File: config.mk
export PLATFORM = sky130hd
export DESIGN_NAME = la_oa_pipe
export DESIGN_NICKNAME = d
export VERILOG_FILES = /design/src/rtl/la_oa_pipe_pkg.sv /design/src/rtl/la_oa_pipe_stage.sv /design/src/rtl/la_oa_pipe.sv
export SDC_FILE = /design/constraint.sdc
export NUM_CORES = 1
export LEC_CHECK = 0
export CORE_UTILIZATION = 41
export DETAILED_ROUTE_END_ITERATION = 8
export GPL_TIMING_DRIVEN = 0
export PLACE_DENSITY = 0.79
export SYNTH_ARGS = -nofsm -noshare
export SYNTH_HDL_FRONTEND = slang
export SYNTH_SLANG_ARGS = --single-unit
File: constraint.sdc
create_clock -name clk -period 1.83 [get_ports clk]
set_input_delay 0.366 -clock clk [delete_from_list [all_inputs] [get_ports clk]]
set_output_delay 0.366 -clock clk [all_outputs]
set_load 0.05 [all_outputs]
File: src/rtl/la_oa_pipe_pkg.sv
// Shared constants and the per-lane Or-And / And-Or evaluation function for la_oa_pipe.
// Optional build macro: LA_OA_PIPE_PERF_EN (adds the stall counter in the top).
package la_oa_pipe_pkg;

    localparam string MODE_OA = "OA";
    localparam string MODE_AO = "AO";
    localparam int    COUNT_W = 32;
    localparam int    MAX_N   = 64;

    typedef enum logic {
        LANE_OA = 1'b0,
        LANE_AO = 1'b1
    } lane_mode_e;

    // Callers pad unused a_lane bits with the reduction's identity: 0 for OA, 1 for AO.
    function automatic logic lane_eval(
        input lane_mode_e       mode,
        input logic [MAX_N-1:0] a_lane,
        input logic             b_lane
    );
        if (mode == LANE_AO) begin
            return (&a_lane) | b_lane;
        end
        return (|a_lane) & b_lane;
    endfunction

endpackage

File: src/rtl/la_oa_pipe_stage.sv
// One valid/ready pipeline register stage; an empty stage accepts even while downstream stalls.
// Optional build macro: LA_OA_PIPE_PERF_EN (not used in this file).
module la_oa_pipe_stage
    import la_oa_pipe_pkg::*;
#(
    parameter int W = 8
) (
    input  logic         clk,
    input  logic         nreset,
    input  logic         i_up_valid,
    output logic         o_up_ready,
    input  logic [W-1:0] i_up_data,
    output logic         o_dn_valid,
    input  logic         i_dn_ready,
    output logic [W-1:0] o_dn_data
);

    logic         r_valid;
    logic [W-1:0] r_data;
    logic         w_load;

    assign o_up_ready = !r_valid || i_dn_ready;
    assign w_load     = i_up_valid && o_up_ready;

    // NOTE: non-blocking assignments keep every stage sampling pre-edge values, so beats advance one stage per edge.
    always_ff @(posedge clk or negedge nreset) begin
        if (!nreset) begin
            r_valid <= 1'b0;
            // NOTE: the data register is reset too, so z reads 0 (not stale data) while out_valid is low after reset.
            r_data  <= '0;
        end else begin
            if (w_load) begin
                r_valid <= 1'b1;
                r_data  <= i_up_data;
            end else if (i_dn_ready) begin
                r_valid <= 1'b0;
            end
        end
    end

    assign o_dn_valid = r_valid;
    assign o_dn_data  = r_data;

endmodule

File: src/rtl/la_oa_pipe.sv
// Multi-lane Or-And (MODE "OA") / And-Or (MODE "AO") array registered through STAGES valid/ready stages.
// Optional build macro: LA_OA_PIPE_PERF_EN adds the saturating stall_count output.
module la_oa_pipe
    import la_oa_pipe_pkg::*;
#(
    parameter int    WIDTH  = 8,
    parameter int    N      = 2,
    parameter int    STAGES = 2,
    parameter string MODE   = "OA",
    parameter string PROP   = "DEFAULT"
) (
    input  logic               clk,
    input  logic               nreset,
    input  logic               in_valid,
    output logic               in_ready,
    input  logic [WIDTH*N-1:0] a,
    input  logic [WIDTH-1:0]   b,
    output logic               out_valid,
    input  logic               out_ready,
    output logic [WIDTH-1:0]   z
`ifdef LA_OA_PIPE_PERF_EN
    ,
    output logic [COUNT_W-1:0] stall_count
`endif
);

    localparam lane_mode_e LP_MODE = (MODE == MODE_AO) ? LANE_AO : LANE_OA;

    if ((MODE != MODE_OA) && (MODE != MODE_AO)) begin : g_bad_mode
        $error("la_oa_pipe: MODE must be \"OA\" or \"AO\"");
    end
    if ((WIDTH < 1) || (N < 1) || (N > MAX_N) || (STAGES < 1)) begin : g_bad_size
        $error("la_oa_pipe: WIDTH, N, STAGES must be >= 1 and N <= MAX_N");
    end
    if (PROP == "") begin : g_bad_prop
        $error("la_oa_pipe: PROP must not be empty");
    end

    // Only the WIDTH-bit results are registered, never the WIDTH*N operand bits.
    logic [WIDTH-1:0] w_lane_z;

    for (genvar i = 0; i < WIDTH; i++) begin : g_lane
        logic [MAX_N-1:0] w_a_lane;

        // NOTE: w_a_lane gets a full default before the partial overwrite, so no latch is inferred.
        always_comb begin
            w_a_lane        = (LP_MODE == LANE_AO) ? '1 : '0;
            w_a_lane[N-1:0] = a[i*N +: N];
        end

        assign w_lane_z[i] = lane_eval(LP_MODE, w_a_lane, b[i]);
    end

    // Element k is the upstream side of stage k; element STAGES is the block output.
    logic             w_valid [STAGES+1];
    logic             w_ready [STAGES+1];
    logic [WIDTH-1:0] w_data  [STAGES+1];

    assign w_valid[0]      = in_valid;
    assign w_data[0]       = w_lane_z;
    assign w_ready[STAGES] = out_ready;

    for (genvar k = 0; k < STAGES; k++) begin : g_stage
        la_oa_pipe_stage #(
            .W (WIDTH)
        ) u_stage (
            .clk        (clk),
            .nreset     (nreset),
            .i_up_valid (w_valid[k]),
            .o_up_ready (w_ready[k]),
            .i_up_data  (w_data[k]),
            .o_dn_valid (w_valid[k+1]),
            .i_dn_ready (w_ready[k+1]),
            .o_dn_data  (w_data[k+1])
        );
    end

    assign in_ready  = w_ready[0];
    assign out_valid = w_valid[STAGES];
    assign z         = w_data[STAGES];

`ifdef LA_OA_PIPE_PERF_EN
    logic [COUNT_W-1:0] r_stall_count;

    always_ff @(posedge clk or negedge nreset) begin
        if (!nreset) begin
            r_stall_count <= '0;
        end else if (out_valid && !out_ready && (r_stall_count != '1)) begin
            r_stall_count <= r_stall_count + COUNT_W'(1);
        end
    end

    assign stall_count = r_stall_count;
`endif

endmodule
==> impl_metrics.yaml, run 1 <==
worst_setup_path:
  r2r-end: "g_stage[1].u_stage.o_dn_data[7]$_DFFE_PN0P_"
  r2r_slack_ns: 0.65
  worstPathArrival_ns: 1.41
  crit_path_max_incr_delay_ns: 0.46
  cp.required_ns: 1.46
  critPathCaptureType: "output pin"
  crit_fanout: 9
  crit_chain: "clkdlybuf4s50_1 -> nand2b_4 -> nor2_8 -> inv_2 -> buf_2"
  reg2reg_from: "g_stage[1].u_stage.o_dn_valid$_DFFE_PN0P_"
  path_class: "input port to output pin"
  crit_slowest_cell: "clkdlybuf4s50_1"
  cp-startpoint: "out_ready"
  r2r_cells: 3
  startpoint_type: "input port"
logic_synthesis:
  synth-seq-cells: 18
  yosys_warnings: 0
  synth-compound-area-share_pct: 17.5
  yosys-mux-area-fraction_pct: 12.1
  syn_area_um2: 744
  synth-simple-area-share_pct: 8.24
  yosysUniqueCellTypes: 14
  netlist_instances: 51
  synth_fa_ha_area_share_pct: 0
  ys_seq_area_share_pct: 60.5
  synth-xor-area-share_pct: 0
  avgSynthCellArea_um2: 14.6
  synth_top_family_by_area: "compound AO/OA/AOI/OAI gates"
  synth.net_count: 79
grt:
  grt_first_pass_wirelength_mm: 2.61
  antenna_found_initial: 0
  overflow: 0
  first_global_vias: 599
  grt_usage_pct: 18.6
  grt_max_degree: 19
floorplanning:
  core_um2: 1710
  die_x_um: 44.6
  rows: 15
  die_height_um: 44.6
  io_pins: 38
  start_util_pct: 43.6
  die-area_um2: 1990
clocking:
  cts_inserted_buffers: 3
  htree_num_levels: 1
  cts_root_buf: "clkbuf_4"
  cts_tree: "built"
  clock-sinks: 18
  clkLatencyLatePin_ns: 0.29
  clockBufferDepth: 2
  cts_hold_buf: 0
  clk_pin_slew_ns: 0.10
worst_hold_path:
  hp-start: "in_valid"
  hold_end: "g_stage[0].u_stage.o_dn_valid$_DFFE_PN0P_"
  min_path_type: "input port to flip-flop"
  whs_path_depth: 2
final_layout:
  mostFrequentLayoutCells: "clkdlybuf4s50_1 (26), dfrtp_1 (18), o211ai_1 (8), o2bb2ai_1 (8), mux2_2 (7)"
  final_util_pct: 68.6
  fin_nets: 120
  drive_gt1_share_pct: 19.8
  area_growth_pct: 57.3
  diodes: 0
  final_common_cell: "clkdlybuf4s50_1"
sta:
  worst_pin_slew_ns: 0.768
  fmax_mhz: 564
  max-slew-margin-rel_pct: 48.6
  finalMaxSlewViolations: 0
  rsz0062_at_grt: "no"
  setup_viol: 0
  min_period_over_period_pct: 96.8
  period_minus_slack_ns: 1.77
  setup_ws_ns: 0.0581
  final-hold-violation-count: 0
  finClkSkew_ns: 0.00322
routing:
  wl_mm: 1.68
  vias: 596
  drtPass1Iterations: 4
  avgViaCountPerCell: 5.14
  drc: 0
  drtAntennaViolNets: 0
  wire_per_inst_um: 14.5
  drt_iter0_markers: 8
power:
  power_density_nw_per_um2: 978
  irDropWorstVdd_uv: 592
  power.leakage_nw: 0.553
placed_design:
  gp_congestion: 0.656
  io_buffers: 36
  hpwlAfterDp_mm: 1.25
  pre_cts_ws_ns: -0.491
run:
  cap_viol_max_count: 0
run_status:
  status: "complete, no violations"
==> cells by family after synthesis <==
family | Yosys count
muxes | 8
buffers and inverters | 3
AOI/OAI and AO/OA | 16
and+or+nand+nor | 6
DFF | 18
==> how the worst max path moves through the flow <==
stage               endpoint  slack (ns)  cells after the start
global placement    in_ready       -0.48                      5
finish              in_ready        0.06                      5
floorplan           in_ready        0.39                      3
CTS                     z[6]       0.002                      1
global route        in_ready        0.03                      5
detailed placement  in_ready       -0.49                      5
==> cell usage after synthesis, drive strengths merged <==
| master | number | area [µm²] |
|---|---|---|
| buf | 1 | 5.00 |
| nand2 | 3 | 21.3 |
| inv | 2 | 7.50 |
| o2bb2ai | 8 | 70.1 |
| o211ai | 8 | 60.1 |
| nand2b | 2 | 20.0 |
| nor2 | 1 | 20.0 |
| mux2 | 8 | 90.1 |
| dfrtp | 18 | 450 |
==> repair_timing <==
action                     in CTS  in global routing
setup buffers                   0                  0
setup endpoints to repair       6                  4
cloned                          0                  0
resized for setup              10                  4
==> routing by layer <==
layer,up-vias,part of all wire [%],global-route usage [%]
li1,277,-,-
met1,297,40,21.1
met2,20,53,32.6
met3,2,6.3,6.53
met4,0,0.83,5.45
met5,-,0,0
==> cell type report <==
cell class,instances,area [µm²]
Multi-Input combinational cell,30,282
Fill cell,132,537
Timing Repair Buffer,36,359
Clock buffer,4,36.3
Tap cell,25,31.3
Sequential cell,18,450
Inverter,2,7.51
Buffer,1,5.00
==> per-stage QoR <==
| stage | TNS, ns | total power [mW] | instance area, µm² | std cells | hold slack (ns) |
|---|---|---|---|---|---|
| 2_1_floorplan | 0 | 0.755 | 744 | 51 | 0.0704 |
| 3_3_place_gp | -0.479 | 0.924 | 1140 | 112 | 0.463 |
| 3_5_place_dp | -0.491 | 0.934 | 1140 | 112 | 0.471 |
| 4_1_cts | 0 | 1.16 | 1160 | 116 | 0.454 |
| 5_1_grt | 0 | 1.20 | 1170 | 116 | 0.460 |
| 6_report | 0 | 1.15 | 1170 | 116 | 0.450 |
==> critical path: cells and delay by family <==
kind                   cells  cell delay, ns
buffers and inverters      3            0.82
and+or+nand+nor            2            0.22
==> registers in the layout, summed over array words and instances (netlist names) <==
register and cells:
g_stage.u_stage.o_dn_valid 2, g_stage.u_stage.o_dn_data 16
==> power by group <==
| group | leakage, nW | total, mW | switching (mW) | internal [mW] |
|---|---|---|---|---|
| logic | 0.309 | 0.405 | 0.244 | 0.161 |
| clock network | 0.0210 | 0.242 | 0.121 | 0.121 |
| registers | 0.224 | 0.498 | 0.0329 | 0.465 |
| total | 0.553 | 1.15 | 0.398 | 0.747 |
Note: power is estimated with default switching activity, not from simulation.
==> inputs of run 2 (changes only) <==
--- a/config.mk
+++ b/config.mk
@@ -5,10 +5,10 @@
 export SDC_FILE = /design/constraint.sdc
 export NUM_CORES = 1
 export LEC_CHECK = 0
-export CORE_UTILIZATION = 41
+export CORE_UTILIZATION = 34
 export DETAILED_ROUTE_END_ITERATION = 8
 export GPL_TIMING_DRIVEN = 0
-export PLACE_DENSITY = 0.79
+export PLACE_DENSITY = 0.7
 export SYNTH_ARGS = -nofsm -noshare
 export SYNTH_HDL_FRONTEND = slang
 export SYNTH_SLANG_ARGS = --single-unit
==> constraint.sdc (replaced) <==
create_clock -name clk -period 1.55 [get_ports clk]
set_input_delay 0.31 -clock clk [delete_from_list [all_inputs] [get_ports clk]]
set_output_delay 0.31 -clock clk [all_outputs]
set_load 0.05 [all_outputs]
==> run 2 against run 1 <==
Clock skew hardly changed; critical endpoint is now z[2]; largest cell class unchanged; flip-flop and latch count stayed put; critical path type is now flip-flop to output pin; cell area is 2.5% higher; sequential power is 17% higher; worst setup slack worse by 0.0012 ns; wire length is 2.0% lower; first-iteration DRC count is 75% lower; die area is 20% higher; clock power is 18% higher; combinational power is 18% higher.
==> impl_metrics.yaml, run 2 (synthesized netlist as in run 1, its figures left out) <==
run_status:
  status: "complete, no violations"
floorplanning:
  die_x_um: 48.8
  core_um2: 2000
  io_pins: 38
  start_util_pct: 37.2
  rows: 16
  die_height_um: 48.8
  die-area_um2: 2380
clocking:
  clkLatencyLatePin_ns: 0.29
  clock-sinks: 18
  clockBufferDepth: 2
  htree_num_levels: 1
  cts_root_buf: "clkbuf_4"
  clk_pin_slew_ns: 0.10
  cts_inserted_buffers: 3
  cts_tree: "built"
power:
  p_sw_uw: 468
  irDropWorstVdd_uv: 682
  power.leakage_nw: 0.546
  switching_share_pct: 34.7
  combPwrFrac_pct: 35.4
  intPower_uw: 880
  power_mw: 1.35
  clockPowerShare_pct: 21.2
  power_density_nw_per_um2: 1120
  p_seq_share_pct: 43.4
grt:
  grt_usage_pct: 15.7
  grt_first_pass_wirelength_mm: 2.79
  grt_max_degree: 19
  antenna_found_initial: 0
  first_global_vias: 621
  overflow: 0
worst_setup_path:
  worstPathArrival_ns: 1.18
  crit_path_max_incr_delay_ns: 0.54
  r2r_slack_ns: 0.38
  crit_slowest_cell: "dlygate4sd2_1"
  worst-path-buf-inv: 1
  crit_family: "buffers and inverters"
  crit_fanout: 2
  crit_chain: "dlygate4sd2_1"
  critPathCaptureType: "output pin"
  path_class: "flip-flop to output pin"
  cp.required_ns: 1.24
  startpoint_type: "flip-flop"
final_layout:
  area_growth_pct: 61.2
  final_common_cell: "clkdlybuf4s50_1"
  drive_gt1_share_pct: 24.2
  largest_reg_flops: 16
  post-route-cell-area_um2: 1200
  diodes: 0
  fin_nets: 124
  mostFrequentLayoutCells: "clkdlybuf4s50_1 (25), dfrtp_1 (18), o211ai_1 (8), o2bb2ai_1 (8), dlygate4sd2_1 (8)"
sta:
  period_minus_slack_ns: 1.49
  setup_viol: 0
  rsz0062_at_grt: "no"
  min_period_over_period_pct: 96.3
  finalMaxSlewViolations: 0
  final-hold-violation-count: 0
  max-slew-margin-rel_pct: 47.5
  fmax_mhz: 670
  finClkSkew_ns: 0.00280
  finalSetupTns_ns: 0
  worst_pin_slew_ns: 0.784
placed_design:
  hpwlAfterDp_mm: 1.21
  gp_congestion: 0.738
  io_buffers: 36
  place_area_um2: 1140
run:
  cap_viol_max_count: 0
routing:
  drc: 0
  avgViaCountPerCell: 4.89
  drtAntennaViolNets: 0
  wl_mm: 1.65
  drt_iter0_markers: 2
  drtPass1Iterations: 4
  wire_per_inst_um: 13.5
  vias: 596
worst_hold_path:
  min_path_type: "input port to flip-flop"
[run 2: final cells by class]
type	instances	area, µm²
Timing Repair Buffer	40	383
Fill cell	183	802
Multi-Input combinational cell	30	282
Buffer	1	5.00
Inverter	2	10.0
Sequential cell	18	450
Tap cell	27	33.8
Clock buffer	4	36.3
[run 2: per-layer routing]
| layer | track usage, % | vias to the layer above | part of all wire [%] |
|---|---|---|---|
| li1 | - | 279 | - |
| met1 | 18.2 | 293 | 42 |
| met2 | 26.6 | 22 | 49 |
| met3 | 4.36 | 2 | 7.8 |
| met4 | 7.35 | 0 | 0.79 |
| met5 | 0 | - | 0 |
[run 2: repair_timing]
| action | in CTS | in global routing |
|---|---|---|
| resized for setup | 13 | 9 |
| hold buffers | 0 | 0 |
| pin swaps | 0 | 1 |
| setup endpoints to repair | 10 | 2 |
| cloned | 0 | 0 |
| setup buffers | 0 | 4 |
[run 2: metrics by stage]
step	cells	setup WS (ns)	hold WS, ns	utilization (%)
2_1_floorplan	51	0.134	0.0144	-
3_3_place_gp	114	-0.653	0.469	56.9
3_5_place_dp	114	-0.659	0.476	56.9
4_1_cts	118	-0.235	0.387	58.3
5_1_grt	122	0.0142	0.351	59.9
6_report	122	0.0569	0.351	59.9
[run 2: path summary, 6_finish.rpt]
check | startpoint | cells after the start | to
worst min-delay path | out_ready | 3 | g_stage[1].u_stage.o_dn_valid$_DFFE_PN0P_
worst max register to register | g_stage[1].u_stage.o_dn_valid$_DFFE_PN0P_ | 3 | g_stage[1].u_stage.o_dn_data[2]$_DFFE_PN0P_
worst max-delay path | g_stage[1].u_stage.o_dn_data[2]$_DFFE_PN0P_ | 1 | z[2]
worst min register to register | g_stage[1].u_stage.o_dn_data[5]$_DFFE_PN0P_ | 1 | g_stage[1].u_stage.o_dn_data[5]$_DFFE_PN0P_
min in group asynchronous | nreset | 1 | g_stage[1].u_stage.o_dn_valid$_DFFE_PN0P_
max in group asynchronous | nreset | 1 | g_stage[0].u_stage.o_dn_data[0]$_DFFE_PN0P_
[run 2: power by group through the flow]
stage / Clock, mW / Sequential [mW] / Combinational [mW]
2_1_floorplan: 0 / 0.775 / 0.117
3_3_place_gp: 0 / 0.595 / 0.499
3_5_place_dp: 0 / 0.598 / 0.503
4_1_cts: 0.295 / 0.586 / 0.468
5_1_grt: 0.318 / 0.596 / 0.502
6_report: 0.285 / 0.585 / 0.478
